`src/rtl/regfile_wb_arbiter_pkg.sv`:
```
// Shared definitions for the register-file writeback arbiter slice.
//   reg_idx_t     : architectural register index (x0..x31)
//   XLEN_DEFAULT  : default datapath width
//   NUM_ARCH_REGS : number of architectural registers tracked by the scoreboard
package regfile_wb_arbiter_pkg;

  localparam int unsigned XLEN_DEFAULT  = 64;
  localparam int unsigned NUM_ARCH_REGS = 32;

  typedef logic [4:0] reg_idx_t;

  // One-hot mask selecting a single architectural register.
  function automatic logic [NUM_ARCH_REGS-1:0] reg_mask(input reg_idx_t r);
    logic [NUM_ARCH_REGS-1:0] m;
    m    = '0;
    m[r] = 1'b1;
    return m;
  endfunction

endpackage

```
`src/rtl/regfile_wb_arbiter_rr.sv`:
```
// Combinational round-robin picker.
//   req_i   : request vector, one bit per requester
//   ptr_i   : index of the most recently granted requester
//   grant_o : one-hot grant (all zero when no request)
//   idx_o   : index of the granted requester (0 when no request)
// The search starts at ptr_i+1 and wraps, so the last winner has lowest priority.
module rr_arbiter #(
  parameter int unsigned N     = 3,
  parameter int unsigned IDX_W = (N > 1) ? $clog2(N) : 1
) (
  input  logic [N-1:0]     req_i,
  input  logic [IDX_W-1:0] ptr_i,
  output logic [N-1:0]     grant_o,
  output logic [IDX_W-1:0] idx_o
);

  logic             found;
  logic [IDX_W-1:0] cand;

  always_comb begin
    grant_o = '0;
    idx_o   = '0;
    found   = 1'b0;
    cand    = '0;
    for (int unsigned off = 1; off <= N; off++) begin
      cand = IDX_W'((32'(ptr_i) + off) % N);
      if (!found && req_i[cand]) begin
        found         = 1'b1;
        grant_o[cand] = 1'b1;
        idx_o         = cand;
      end
    end
  end

endmodule

```
`src/rtl/regfile_wb_arbiter.sv`:
```
// Shares the register file's single write port among N_REQ writeback sources
// with round-robin arbitration and a valid/ready handshake, and keeps a
// 32-entry pending-write scoreboard for decode hazard stalls.
//   clk_i, rst_i        : clock, synchronous active-high reset
//   req_valid_i/_dest_i/_data_i : per-requester write request
//   req_ready_o         : one-hot grant, transfer when valid & ready
//   reserve_i/_dest_i   : decode reserves a destination register
//   flush_i             : clears the scoreboard (same-cycle reserve survives)
//   wr_reg_en_o/_dest_o/_data_o : registered register-file write port
//   busy_o              : registered scoreboard, bit r = write to xr pending
module regfile_wb_arbiter
  import regfile_wb_arbiter_pkg::*;
#(
  parameter int unsigned N_REQ = 3,
  parameter int unsigned XLEN  = XLEN_DEFAULT
) (
  input  logic                           clk_i,
  input  logic                           rst_i,
  input  logic [N_REQ-1:0]               req_valid_i,
  input  logic [N_REQ-1:0][4:0]          req_dest_i,
  input  logic [N_REQ-1:0][XLEN-1:0]     req_data_i,
  output logic [N_REQ-1:0]               req_ready_o,
  input  logic                           reserve_i,
  input  logic [4:0]                     reserve_dest_i,
  input  logic                           flush_i,
  output logic                           wr_reg_en_o,
  output logic [4:0]                     wr_reg_dest_o,
  output logic [XLEN-1:0]                wr_reg_data_o,
  output logic [NUM_ARCH_REGS-1:0]       busy_o
);

  localparam int unsigned IDX_W = $clog2(N_REQ);

  logic [IDX_W-1:0]         rr_ptr_q, rr_ptr_d;
  logic                     wr_en_q, wr_en_d;
  reg_idx_t                 wr_dest_q, wr_dest_d;
  logic [XLEN-1:0]          wr_data_q, wr_data_d;
  logic [NUM_ARCH_REGS-1:0] busy_q, busy_d;

  logic [N_REQ-1:0] arb_req;
  logic [N_REQ-1:0] gnt;
  logic [IDX_W-1:0] gnt_idx;
  logic             xfer;
  reg_idx_t         gnt_dest;

  // Masking requests during reset keeps ready low without a separate gate.
  assign arb_req = rst_i ? '0 : req_valid_i;

  rr_arbiter #(
    .N     (N_REQ),
    .IDX_W (IDX_W)
  ) u_rr (
    .req_i   (arb_req),
    .ptr_i   (rr_ptr_q),
    .grant_o (gnt),
    .idx_o   (gnt_idx)
  );

  assign req_ready_o = gnt;
  assign xfer        = |gnt;
  assign gnt_dest    = req_dest_i[gnt_idx];

  always_comb begin
    rr_ptr_d  = rr_ptr_q;
    wr_en_d   = 1'b0;
    wr_dest_d = wr_dest_q;
    wr_data_d = wr_data_q;
    if (xfer) begin
      rr_ptr_d  = gnt_idx;
      wr_en_d   = (gnt_dest != '0);
      wr_dest_d = gnt_dest;
      wr_data_d = req_data_i[gnt_idx];
    end
  end

  // Clear is applied before set so a newer reservation of the register being
  // written in this cycle survives.
  always_comb begin
    busy_d = busy_q;
    if (flush_i) begin
      busy_d = '0;
    end else if (wr_en_q) begin
      busy_d = busy_d & ~reg_mask(wr_dest_q);
    end
    if (reserve_i && (reserve_dest_i != '0)) begin
      busy_d = busy_d | reg_mask(reserve_dest_i);
    end
    busy_d[0] = 1'b0;
  end

  always_ff @(posedge clk_i) begin
    if (rst_i) begin
      rr_ptr_q  <= IDX_W'(N_REQ - 1);
      wr_en_q   <= 1'b0;
      wr_dest_q <= '0;
      wr_data_q <= '0;
      busy_q    <= '0;
    end else begin
      rr_ptr_q  <= rr_ptr_d;
      wr_en_q   <= wr_en_d;
      wr_dest_q <= wr_dest_d;
      wr_data_q <= wr_data_d;
      busy_q    <= busy_d;
    end
  end

  assign wr_reg_en_o   = wr_en_q;
  assign wr_reg_dest_o = wr_dest_q;
  assign wr_reg_data_o = wr_data_q;
  assign busy_o        = busy_q;

endmodule

```
`config.mk`:
```
export PLATFORM = sky130hd
export DESIGN_NAME = regfile_wb_arbiter
export DESIGN_NICKNAME = d
export VERILOG_FILES = /design/src/rtl/regfile_wb_arbiter_pkg.sv /design/src/rtl/regfile_wb_arbiter_rr.sv /design/src/rtl/regfile_wb_arbiter.sv
export SDC_FILE = /design/constraint.sdc
export NUM_CORES = 1
export LEC_CHECK = 0
export ABC_AREA = 1
export BUFFER_PORTS_ARGS = -buffer_cell sky130_fd_sc_hd__buf_2
export CELL_PAD_IN_SITES_DETAIL_PLACEMENT = 1
export CELL_PAD_IN_SITES_GLOBAL_PLACEMENT = 2
export CORE_MARGIN = 5
export CORE_UTILIZATION = 23
export DETAILED_ROUTE_END_ITERATION = 16
export PLACE_DENSITY = 0.95
export SLEW_MARGIN = 10
export SYNTH_ARGS = -nofsm -noshare
export SYNTH_HDL_FRONTEND = slang
export SYNTH_SLANG_ARGS = --single-unit
```
`constraint.sdc`:
```
create_clock -name clk_i -period 6.54 [get_ports clk_i]
set_clock_uncertainty 0.05 [all_clocks]
set_input_delay 0.654 -clock clk_i [delete_from_list [all_inputs] [get_ports clk_i]]
set_output_delay 0.654 -clock clk_i [all_outputs]
set_load 0.005 [all_outputs]
```
Yosys cells after proc, flatten, opt, wreduce, memory -nomap -nowiden
Index checks and enable logic that the tools add are counted.
{ "totals": {"output_inout_bits": 105, "ramBits": 0, "rom_bits": 0, "latchBits": 0, "wordCells": 75, "in_bits": 219, "register_bits": 104, "memories": 0} }
{ "classes": {"n_eq_ne": 0, "n_div": 3, "reduce_logical": 14, "shifts": 0, "n_bitwise": 6, "multipliers": 0, "addsub": 3, "magnitude_cmp": 11, "mux": 32} }
{ "op_table": {"columns": ["operator", "n"], "rows": [
  ["64-bit binary-select mux with 2-bit select", 1],
  ["32-bit by 2-bit modulo with 32-bit output, second input constant", 3],
  ["32-bit two-way mux", 3],
  ["64-bit two-way mux", 1],
  ["32-bit bitwise AND", 1],
  ["32-bit NOT", 1],
  ["32-bit OR", 1],
  ["2-bit by 3-bit less-than comparator with 1-bit output, second input constant", 4],
  ["5-bit by 6-bit less-than comparator with 1-bit output, second input constant", 2],
  ["3-bit two-way mux", 4],
  ["5-bit binary-select mux with 2-bit select", 1],
  ["1-bit demux with 5-bit select", 2],
  ["5-bit by 1-bit greater-or-equal comparator with 1-bit output, second input constant", 2],
  ["1-bit two-way mux", 10],
  ["5-bit nonzero test", 2],
  ["1-bit logical AND", 8],
  ["2-bit by 2-bit adder with 3-bit output, second input constant", 2],
  ["1-bit binary-select mux with 2-bit select", 3],
  ["1-bit demux with 2-bit select", 3],
  ["2-bit by 1-bit greater-or-equal comparator with 1-bit output, second input constant", 3],
  ["2-bit two-way mux", 3],
  ["3-bit OR", 2],
  ["5-bit two-way mux", 1],
  ["2-bit by 1-bit adder with 3-bit output, second input constant", 1],
  ["4 further kinds", 5]
]} }

Longest topological paths before layout
{ "logic_depth": {"word_depth": 14, "depth_mapped": 18, "mapped_depth_nobuf": 17} }

Cells and area by module
Synthesis repeated with hierarchy kept, for this count alone.
{ "hier_totals": {"cells_unflattened": 805, "hier_area_um2": 5418.9} }
{ "by_module_without_submodules": {"columns": ["mod", "instances", "seq_area_each_um2", "cells_each", "area_each_um2"], "rows": [
  ["regfile_wb_arbiter", 1, 2062.0, 751, 5139.9],
  ["rr_arbiter", 1, 0.0, 54, 279.0]
]} }

Least setup slack after synthesis
OpenSTA, ideal clock, no wires.
{ "synth_path": {"kind": "input to register", "from": "input rst_i", "to": "register wr_dest_q[4] (netlist: wr_reg_dest_o[4])", "setup_time_ns": 0.116, "stages": 14, "path_buffers": 4, "t_arrival_ns": 2.178, "required_time_ns": 6.374, "path_slack_ns": 4.195, "path_cell_list": "buf_2 inv_4 buf_4 nand3_1 nand3_1 nand2_1 nand3_2 nor2_2 nor2_4 nand3_4 buf_6 buf_6 o211ai_1 inv_1"} }
{ "synth_via": {"elab_chain_len": 12, "word_cells_on_any_way": 24, "classes_between": "mux: 17; bitwise: 2; reduce/logical: 5"} }
{ "synth_lines": {"columns": ["element", "line", "text"], "rows": [
  ["from (decl)", "regfile_wb_arbiter.sv:18", "input logic rst_i,"],
  ["3-bit two-way mux", "regfile_wb_arbiter.sv:47", "assign arb_req = rst_i ? '0 : req_valid_i;"],
  ["1-bit binary-select mux with 2-bit select", "regfile_wb_arbiter_rr.sv:27", "if (!found && req_i[cand]) begin"],
  ["1-bit two-way mux (not written as such)", "regfile_wb_arbiter_rr.sv:27", null],
  ["1-bit two-way mux", "regfile_wb_arbiter_rr.sv:27", null],
  ["1-bit logical NOT", "regfile_wb_arbiter_rr.sv:27", null],
  ["1-bit logical AND", "regfile_wb_arbiter_rr.sv:27", null],
  ["1-bit two-way mux", "regfile_wb_arbiter_rr.sv:27", null],
  ["1-bit logical NOT", "regfile_wb_arbiter_rr.sv:27", null],
  ["1-bit logical AND", "regfile_wb_arbiter_rr.sv:27", null],
  ["2-bit two-way mux", "regfile_wb_arbiter_rr.sv:27", null],
  ["5-bit binary-select mux with 2-bit select", "regfile_wb_arbiter.sv:61", "assign gnt_dest = req_dest_i[gnt_idx];"],
  ["5-bit two-way mux (not written as such)", "regfile_wb_arbiter.sv:61", null],
  ["to (signal assigned)", "regfile_wb_arbiter.sv:101", "wr_dest_q <= wr_dest_d;"],
  ["to (decl)", "regfile_wb_arbiter.sv:36", "reg_idx_t wr_dest_q, wr_dest_d;"]
]} }
Parallel ways exist; a longest one is shown, timed or not. The select of a mux whose other input is x is not followed.
A chain may end at the register's enable or synchronous reset.

Worst setup path in the final report
{ "layout_path": {"from": "register rr_ptr_q[0]", "to": "register wr_dest_q[0] (netlist: wr_reg_dest_o[0])"} }
{ "layout_via": {"elab_chain_len": 13, "word_cells_on_any_way": 44, "classes_between": "add/sub: 3; div: 3; order compare: 6; mux: 22; bitwise: 2; reduce/logical: 8"} }
{ "layout_lines": {"columns": ["element", "line", "text"], "rows": [
  ["from (decl)", "regfile_wb_arbiter.sv:34", "logic [IDX_W-1:0] rr_ptr_q, rr_ptr_d;"],
  ["from (signal assigned)", "regfile_wb_arbiter.sv:93", "rr_ptr_q <= IDX_W'(N_REQ - 1);"],
  ["from (signal assigned)", "regfile_wb_arbiter.sv:99", "rr_ptr_q <= rr_ptr_d;"],
  ["branches (longest 13 deep; another with 32-bit by 2-bit modulo with 32-bit output)", null, null]
]} }
Parallel ways; which one is timed is not known. The select of a mux whose other input is x is not followed.

==> results.json <==
{
  "status": "completed",
  "fmax_ghz": 0.258,
  "initial_core_util_pct": 23.4,
  "critPathMaxStageDelay_ns": 1.09,
  "antenna_found_initial": 3,
  "gr-total-overflow": 0,
  "syn_area_sq_um": 5700,
  "fillers": 3264,
  "path_clk_slew_ns": 0.08,
  "cts_buffer_depth": 2,
  "setup_tns_ns": 0,
  "synth_top_cell_area_share_pct": 36.2,
  "worstPathArrival_ns": 4.12,
  "drc": 0,
  "min_path_type": "reg -> reg",
  "ys_async_sr_fraction_pct": 0,
  "synth-xor-area-share_pct": 0,
  "cts.sinks": 103,
  "synth_edf_count": 0,
  "period_share_pct": 59.3,
  "yosys_warnings": 0,
  "layout_common_cells": "buf_2, nand2_1, nand3_1, dfxtp_1, inv_1",
  "avgSynthCellArea_sq_um": 6.47,
  "cts_setup_buffers": 0,
  "core_sq_um": 24400,
  "final_cells": 1492,
  "synthSimpleGateAreaFrac_pct": 34.2,
  "clockPowerShare_pct": 12.0,
  "synth-seq-cells": 103,
  "drive_gt1_share_pct": 30.8,
  "synth_compound_area_share_pct": 18.7,
  "routabilityCongestion": 0.851,
  "vias": 7063,
  "cts_resized": 0,
  "grt_max_degree": 107,
  "post-route-min-period_ns": 3.88,
  "drtAntennaViolNets": 0,
  "synthCells": 881,
  "place_area_sq_um": 7460,
  "worst-path-buf-inv": 3,
  "layout.nets": 1382,
  "relSlewSlack_pct": 17.9,
  "grt_busiest_layer": "met2",
  "worst_pin_slew_ns": 1.22,
  "yosys.area_share.adder_pct": 0.878,
  "crit_slowest_cell": "nand2_4",
  "grt_pass1_wl_um": 38500,
  "start_kind": "flip-flop",
  "synthDistinctLibCells": 27,
  "finalHoldViolations": 0,
  "setup_viol": 0,
  "first_pass_iters": 5,
  "num_rows": 57,
  "crit_fanout": 106,
  "cellInternalPower_mw": 1.99,
  "yosys.area.top_type": "dfxtp_1",
  "cts.htree.levels": 3,
  "path_class": "reg -> reg",
  "power_mw": 4.50,
  "end_kind": "flip-flop",
  "area_delta_synth_final_pct": 36.0,
  "rsz0062_at_grt": "false",
  "io_buffer_count": 322,
  "power_frac_seq_pct": 20.2,
  "synth_top_family_by_area": "simple AND/OR/NAND/NOR gates",
  "synth_flop_cell": "dfxtp_1",
  "tritoncts": "yes",
  "fp.dieW_um": 167,
  "viasPerCell": 4.73,
  "clk_latency_ns": 0.35,
  "maxSlewViolCount": 0,
  "required_ns": 6.78,
  "dpl.hpwl_um": 18500,
  "cap_violations": 0,
  "cp_cell_sequence": "inv_1, ha_1, inv_2, nand3_1, nand3_1, nand2_2, nand3_2, nand3_2, nand2_4, nand2_1, nand3_1, nand2_1, nand2_1, o211ai_1, inv_1",
  "holdPathStages": 2,
  "clockRootBuffer": "clkbuf_16",
  "grt.met3_usage_pct": 3.70,
  "cts-hold-fix-buffers": 0,
  "irDropWorstVdd_mv": 0.456,
  "numCtsBuffers": 9,
  "post-place-cells": 1472,
  "synthTopCellsByArea": "dfxtp_1, nand2_1, nand3_1",
  "r2r_cells": 15,
  "powerDensity_nw_per_um2": 580,
  "layout_commonest_cell": "buf_2",
  "initialDrtViolationCount": 457,
  "die-area_sq_um": 28000,
  "pwr-share-comb_pct": 67.8,
  "met1_usage_pct": 20.9,
  "power_switching_mw": 2.50,
  "crit_cells": 15,
  "use_met2_pct": 29.1,
  "track_usage_pct": 16.8,
  "leakage_nw": 3.88,
  "synth_seq_area_share_pct": 36.2,
  "synth_mux_area_share_pct": 0,
  "cpLargestDelayFamily": "simple AND/OR/NAND/NOR gates",
  "wl_per_cell_um": 16.6,
  "sw_frac_of_total_pct": 55.7,
  "die_h_um": 167,
  "io_pins": 324,
  "grt_pass1_vias": 7181,
  "totalWireLength_um": 24800,
  "final_area_sq_um": 7750,
  "syn_nets": 1104
}
## layer usage
layer  vias to the layer above  part of all wire [%]
li1                       3507                     -
met1                      3300                    43
met2                       215                    49
met3                        41                   5.5
met4                         0                   2.5
met5                         -                     0
## logic make-up after synthesis
logic type	count (synthesis)
and+or+nand+nor	460
other	1
adders and majority gates	4
buffers and inverters	130
AOI/OAI and AO/OA	183
DFF	103
## stage by stage
stage / hold slack [ns] / utilization [%] / setup WS, ns
2_1_floorplan: 0.423 / - / 4.20
3_3_place_gp: 0.415 / 30.6 / 2.43
3_5_place_dp: 0.424 / 30.6 / 2.30
4_1_cts: 0.438 / 31.8 / 2.60
5_1_grt: 0.450 / 31.8 / 2.19
6_report: 0.435 / 31.8 / 2.66
## cells in the mapped netlist, types with 3 or more instances
master,count
a21oi_1,59
a31oi_1,38
buf_1,3
buf_2,21
buf_4,7
buf_6,3
clkbuf_1,26
dfxtp_1,103
ha_1,4
inv_1,64
inv_2,4
nand2_1,261
nand2_2,3
nand3_1,107
nor2_1,56
nor3_1,24
o211ai_1,42
o21ai_0,19
o21ai_1,25
## final timing paths
| check | startpoint | to | slack (ns) |
|---|---|---|---|
| setup / recovery | rr_ptr_q[0]$_SDFFE_PP0P_ | wr_reg_dest_o[0]$_SDFFE_PP0P_ | 2.66 |
| hold / removal | busy_o[5]$_SDFF_PP0_ | busy_o[5]$_SDFF_PP0_ | 0.43 |
| setup reg to reg | rr_ptr_q[0]$_SDFFE_PP0P_ | wr_reg_dest_o[0]$_SDFFE_PP0P_ | 2.66 |
| hold reg to reg | busy_o[5]$_SDFF_PP0_ | busy_o[5]$_SDFF_PP0_ | 0.43 |
## power by group through the flow
stage	Combinational, mW	Sequential (mW)	Clock, mW
4_1_cts	3.11	0.908	0.563
6_report	3.05	0.907	0.540
2_1_floorplan	2.33	0.921	0
3_3_place_gp	3.03	0.915	0
5_1_grt	3.47	0.931	0.588
3_5_place_dp	3.12	0.920	0
## worst min-delay path: cells and delay by family (launching register included)
| family | cells | cell delay (ns) |
|---|---|---|
| and+or+nand+nor | 1 | 0.07 |
| AOI/OAI and AO/OA | 1 | 0.05 |
| DFF | 1 | 0.31 |
## flip-flops by register name (all words and copies together) (netlist names)
signal,count
wr_reg_data_o,64
busy_o,31
wr_reg_dest_o,5
rr_ptr_q,2
wr_reg_en_o,1
## area by class of cell
| class | count | area (sq um) | share of cell area, % |
|---|---|---|---|
| Clock buffer | 10 | 229 | 2.95 |
| Tap cell | 324 | 405 | 5.23 |
| Antenna cell | 4 | 10.0 | 0.129 |
| Clock inverter | 6 | 52.6 | 0.678 |
| Inverter | 70 | 268 | 3.45 |
| Timing Repair Buffer | 327 | 1650 | 21.3 |
| Sequential cell | 103 | 2060 | 26.6 |
| Multi-Input combinational cell | 648 | 3080 | 39.7 |
(Power assumes the default switching activity.)
